## src/rtl/sync_filter_pkg.sv

```systemverilog
// sync_filter_pkg: shared defaults and counter sizing for the sync filter
package sync_filter_pkg;

    localparam int DEF_STAGE      = 2;
    localparam int DEF_DATA_WIDTH = 1;
    localparam int DEF_FILT_CNT   = 4;

    // Counter must hold 0..n without wrapping
    function automatic int cnt_width(input int n);
        return (n < 1) ? 1 : $clog2(n + 1);
    endfunction

endpackage

```

## src/rtl/sync_filter_ch.sv

```systemverilog
// sync_filter_ch: per-channel stability counter, filtered level and edge pulses
module sync_filter_ch
    import sync_filter_pkg::*;
#(
    parameter int   FILT_CNT = DEF_FILT_CNT,
    parameter logic RST_BIT  = 1'b0
) (
    input  logic clk_i,
    input  logic rst_n_i,
    input  logic en_i,
    input  logic clr_i,
    input  logic syn_i,
    output logic dat_o,
    output logic rise_o,
    output logic fall_o
);

    localparam int CW = cnt_width(FILT_CNT);

    logic [CW-1:0] cnt;
    logic          hit;

    assign hit = (cnt == CW'(FILT_CNT - 1));

    // Filter state: restart the count on agreement, commit after FILT_CNT disagreeing cycles
    always_ff @(posedge clk_i) begin
        if (!rst_n_i || clr_i) begin
            cnt    <= '0;
            dat_o  <= RST_BIT;
            rise_o <= 1'b0;
            fall_o <= 1'b0;
        end else if (!en_i) begin
            rise_o <= 1'b0;
            fall_o <= 1'b0;
        end else if (syn_i == dat_o) begin
            cnt    <= '0;
            rise_o <= 1'b0;
            fall_o <= 1'b0;
        end else if (hit) begin
            cnt    <= '0;
            dat_o  <= syn_i;
            rise_o <= syn_i;
            fall_o <= ~syn_i;
        end else begin
            cnt    <= cnt + CW'(1);
            rise_o <= 1'b0;
            fall_o <= 1'b0;
        end
    end

endmodule

```

## src/rtl/sync_filter.sv

```systemverilog
// sync_filter: multi-channel synchroniser with stability filter and edge detect
module sync_filter
    import sync_filter_pkg::*;
#(
    parameter int                  STAGE      = DEF_STAGE,
    parameter int                  DATA_WIDTH = DEF_DATA_WIDTH,
    parameter int                  FILT_CNT   = DEF_FILT_CNT,
    parameter logic [DATA_WIDTH-1:0] RST_VAL  = '0
) (
    input  logic                  clk_i,
    input  logic                  rst_n_i,
    input  logic                  en_i,
    input  logic                  clr_i,
    input  logic [DATA_WIDTH-1:0] dat_i,
    output logic [DATA_WIDTH-1:0] dat_o,
    output logic [DATA_WIDTH-1:0] rise_o,
    output logic [DATA_WIDTH-1:0] fall_o,
    output logic [DATA_WIDTH-1:0] edge_o
);

    logic [DATA_WIDTH-1:0] sync_q [STAGE];

    // Plain flop chain; only reset touches it so metastability settles undisturbed
    always_ff @(posedge clk_i) begin
        if (!rst_n_i) begin
            for (int i = 0; i < STAGE; i++) sync_q[i] <= RST_VAL;
        end else begin
            sync_q[0] <= dat_i;
            for (int i = 1; i < STAGE; i++) sync_q[i] <= sync_q[i-1];
        end
    end

    for (genvar g = 0; g < DATA_WIDTH; g++) begin : g_ch
        sync_filter_ch #(
            .FILT_CNT (FILT_CNT),
            .RST_BIT  (RST_VAL[g])
        ) u_ch (
            .clk_i   (clk_i),
            .rst_n_i (rst_n_i),
            .en_i    (en_i),
            .clr_i   (clr_i),
            .syn_i   (sync_q[STAGE-1][g]),
            .dat_o   (dat_o[g]),
            .rise_o  (rise_o[g]),
            .fall_o  (fall_o[g])
        );
    end

    assign edge_o = rise_o | fall_o;

endmodule

```

## config.mk

```make
export PLATFORM = sky130hd
export DESIGN_NAME = sync_filter
export DESIGN_NICKNAME = d
export VERILOG_FILES = /design/src/rtl/sync_filter_pkg.sv /design/src/rtl/sync_filter_ch.sv /design/src/rtl/sync_filter.sv
export SDC_FILE = /design/constraint.sdc
export NUM_CORES = 1
export LEC_CHECK = 0
export CORE_AREA = 2 2 39 41
export CTS_CLUSTER_DIAMETER = 100
export CTS_CLUSTER_SIZE = 24
export DETAILED_ROUTE_END_ITERATION = 10
export DIE_AREA = 0 0 41 43
export DONT_BUFFER_PORTS = 1
export HOLD_SLACK_MARGIN = 0.02
export PLACE_DENSITY_LB_ADDON = 0.05
export SYNTH_ARGS = -nofsm -noshare
export SYNTH_HDL_FRONTEND = slang
export SYNTH_SLANG_ARGS = --single-unit
export TNS_END_PERCENT = 100
```

## constraint.sdc

```tcl
create_clock -name clk_i -period 1.5 [get_ports clk_i]
set_input_delay 0.15 -clock clk_i [delete_from_list [all_inputs] [get_ports clk_i]]
set_output_delay 0.15 -clock clk_i [all_outputs]
set_load 0.005 [all_outputs]
```

==> flow_summary.ini <==
[run_status]
outcome = completed

[synthesis]
yosys_register_bits = 8
ys_types = 17
synth_top_area_share_pct = 48.85
synth_fp_nets = 37
avgSynthCellArea_sq_um = 10.57
synthCells = 31
yosysSeqAreaShare_pct = 48.85
yosys-top-cells-area = dfxtp_1 49%, nor3b_2 7.6%, nand3b_1 6.9%, nand2b_1 5.7%, and2_1 3.8%
syn_area_sq_um = 327.8
synth_area_leader_cell = dfxtp_1
yosys_warnings = 0

[pwr]
p_leak_nw = 0.1540
p_switching_mw = 0.08316
worst_ir_drop_vdd_mv = 0.5289
clock_power_share_pct = 41.7
powerDensity_mw_per_mm2 = 1000
internal_power_mw = 0.3173
comb_power_share_pct = 4.0
power.total_mw = 0.4005
p_sw_share_pct = 20.76
sequentialPowerShare_pct = 54.2

[timing]
rsz0062_at_grt = no
slew_headroom_pct = 82.47
timing.fmax_ghz = 0.8063
hold_viol = 0
worst_pin_slew_ns = 0.2624
period_minus_slack_ns = 1.240
tns_ns = 0
setup_viol = 0
fin_skew_ns = 0.008161
period_share_pct = 82.69
slew_violations = 0

[critical_path]
crit_fanout = 3
r2r-end = g_ch[0].u_ch.rise_o
worstRegToRegCells = 4
r2r_slack_ns = 0.32
end_kind = flop
required_ns = 1.63
crit_type = in2reg
critPathLaunchType = input pin
arrival_ns = 1.38
r2r_start = g_ch[0].u_ch.cnt[0]

[floorplan]
initial_core_util_pct = 23.69
die_area_sq_mm = 0.001763
num_rows = 14
die_w_microns = 41
ioPinCount = 9
fp.dieH_microns = 43
coreArea_sq_mm = 0.001384

[clocking]
cts_buffers = 3
htree_num_levels = 1
clk_pin_slew_ns = 0.05
cts_tree = built
clk_latency_ns = 0.25
post_cts_buffers = 0
cts_resized = 0
clock_sinks = 8
clock_path_buffers = 2
clockRootBuffer = clkbuf_4

[global_route]
grt_max_degree = 6
grt_antenna_before_repair = 0
grt_first_pass_wirelength_microns = 903
gr-usage-all-layers_pct = 8.342
grt_pass1_vias = 228
overflow = 0

[routing]
antenna_left = 0
via_per_inst = 4.434
num_vias = 235
routedWlPerCell_microns = 10.30
drc = 0
drt_first_pass_iters = 2
routed_wirelength_microns = 546
drt_iter0_drc = 2

[worst_hold_path]
hold_end = g_ch[0].u_ch.cnt[1]
hold_path.class = in2reg
worstHoldPathCells = 2
hold_path.startpoint = en_i

[cells_and_area]
drive_gt1_share_pct = 18.92
final_cells = 53
nets = 45
diodes = 0
areaGrowthSynthToFinish_pct = 22.14
fin_area_sq_um = 400.4

[placed_design]
port_buffers = 0
place_hpwl_microns = 405.9
gp_congestion = 0.5659
dp.cells = 47
place_area_sq_um = 347.8

[job]
cap_violations = 0
cell families after synthesis:
family / count (synthesis) / share of synthesized area [%]
compound gates: 3 / 6.867
xor+xnor: 1 / 2.672
fa+ha+maj: 1 / 3.816
flops: 8 / 48.85
mux: 1 / 3.054
simple gates: 17 / 34.73
cells in the final DEF (no fill, tap or decap), types with 2 or more instances in the layout:
master         n
nor3b_2        2
clkbuf_4       3
nand3b_1       3
dfxtp_1        8
nand2b_1       3
and2_1         2
dlygate4sd3_1  3
nand2_1        2
worst max-delay path, stage by stage:
cell and delay [ns]:
dlygate4sd3_1 0.55, and2_1 0.14, dlygate4sd3_1 0.54
routing by layer:
layer  global-route usage (%)  vias up  share of wire [%]
li1                         -      118                  -
met1                    10.00      106                 45
met2                    9.688       11                 41
met3                    7.853        0                 14
met4                    4.000        0                  0
met5                        0        -                  0
how the worst max path moves through the flow:
| stage | start | end | slack, ns | depth (start not counted) |
|---|---|---|---|---|
| 6_report | rst_n_i | sync_q[0][0] | 0.26 | 3 |
| 5_1_grt | g_ch[0].u_ch.cnt[0] | g_ch[0].u_ch.rise_o | 0.20 | 4 |
| 4_1_cts | rst_n_i | sync_q[0][0] | 0.28 | 3 |
| 3_5_place_dp | g_ch[0].u_ch.cnt[0] | g_ch[0].u_ch.rise_o | 0.32 | 4 |
| 3_3_place_gp | g_ch[0].u_ch.cnt[0] | g_ch[0].u_ch.rise_o | 0.36 | 4 |
| 2_1_floorplan | g_ch[0].u_ch.cnt[0] | g_ch[0].u_ch.rise_o | 0.41 | 4 |
cells in the mapped netlist (all sizes together):
master	instances
a21oi	1
nand2b	3
o31ai	1
o21ai	1
or2	2
dfxtp	8
nand2	2
and2	2
mux2i	1
nor2	1
ha	1
nand3b	3
nor3b	2
xor2	1
nand3	1
nor2b	1
power by group through the flow:
stage,Sequential (mW),Clock (mW),Combinational [mW]
floorplan,0.221,0,0.00845
global placement,0.222,0,0.0102
detailed placement,0.222,0,0.00994
CTS,0.217,0.179,0.0164
global route,0.217,0.192,0.0179
finish,0.217,0.167,0.0162
state kept, by name, summed over array words and instances, names as in the netlist:
register	count
g_ch.u_ch.cnt	3
g_ch.u_ch.dat_o	1
g_ch.u_ch.rise_o	1
g_ch.u_ch.fall_o	1
sync_q	2
stage by stage:
stage / utilization (%) / setup WS, ns / hold WS [ns]
2_1_floorplan: - / 0.4080 / 0.2370
3_3_place_gp: 25.14 / 0.3560 / 0.2406
3_5_place_dp: 25.14 / 0.3240 / 0.2432
4_1_cts: 28.93 / 0.2779 / 0.06822
5_1_grt: 28.93 / 0.1991 / 0.07960
6_report: 28.93 / 0.2597 / 0.08151
timing repair:
action                                  4_1_cts  5_1_grt
endpoints found under the setup margin        0        0
hold endpoints to repair                      3        0
hold buffers                                  3        0
final cells by class:
type	count	area [sq um]
clock buffers	3	22.52
flip-flops and latches	8	160.2
repair buffers	3	30.03
well taps	16	20.02
fillers	153	983.4
multi-input cells	23	167.7
Power figures use the tool's default switching activity.
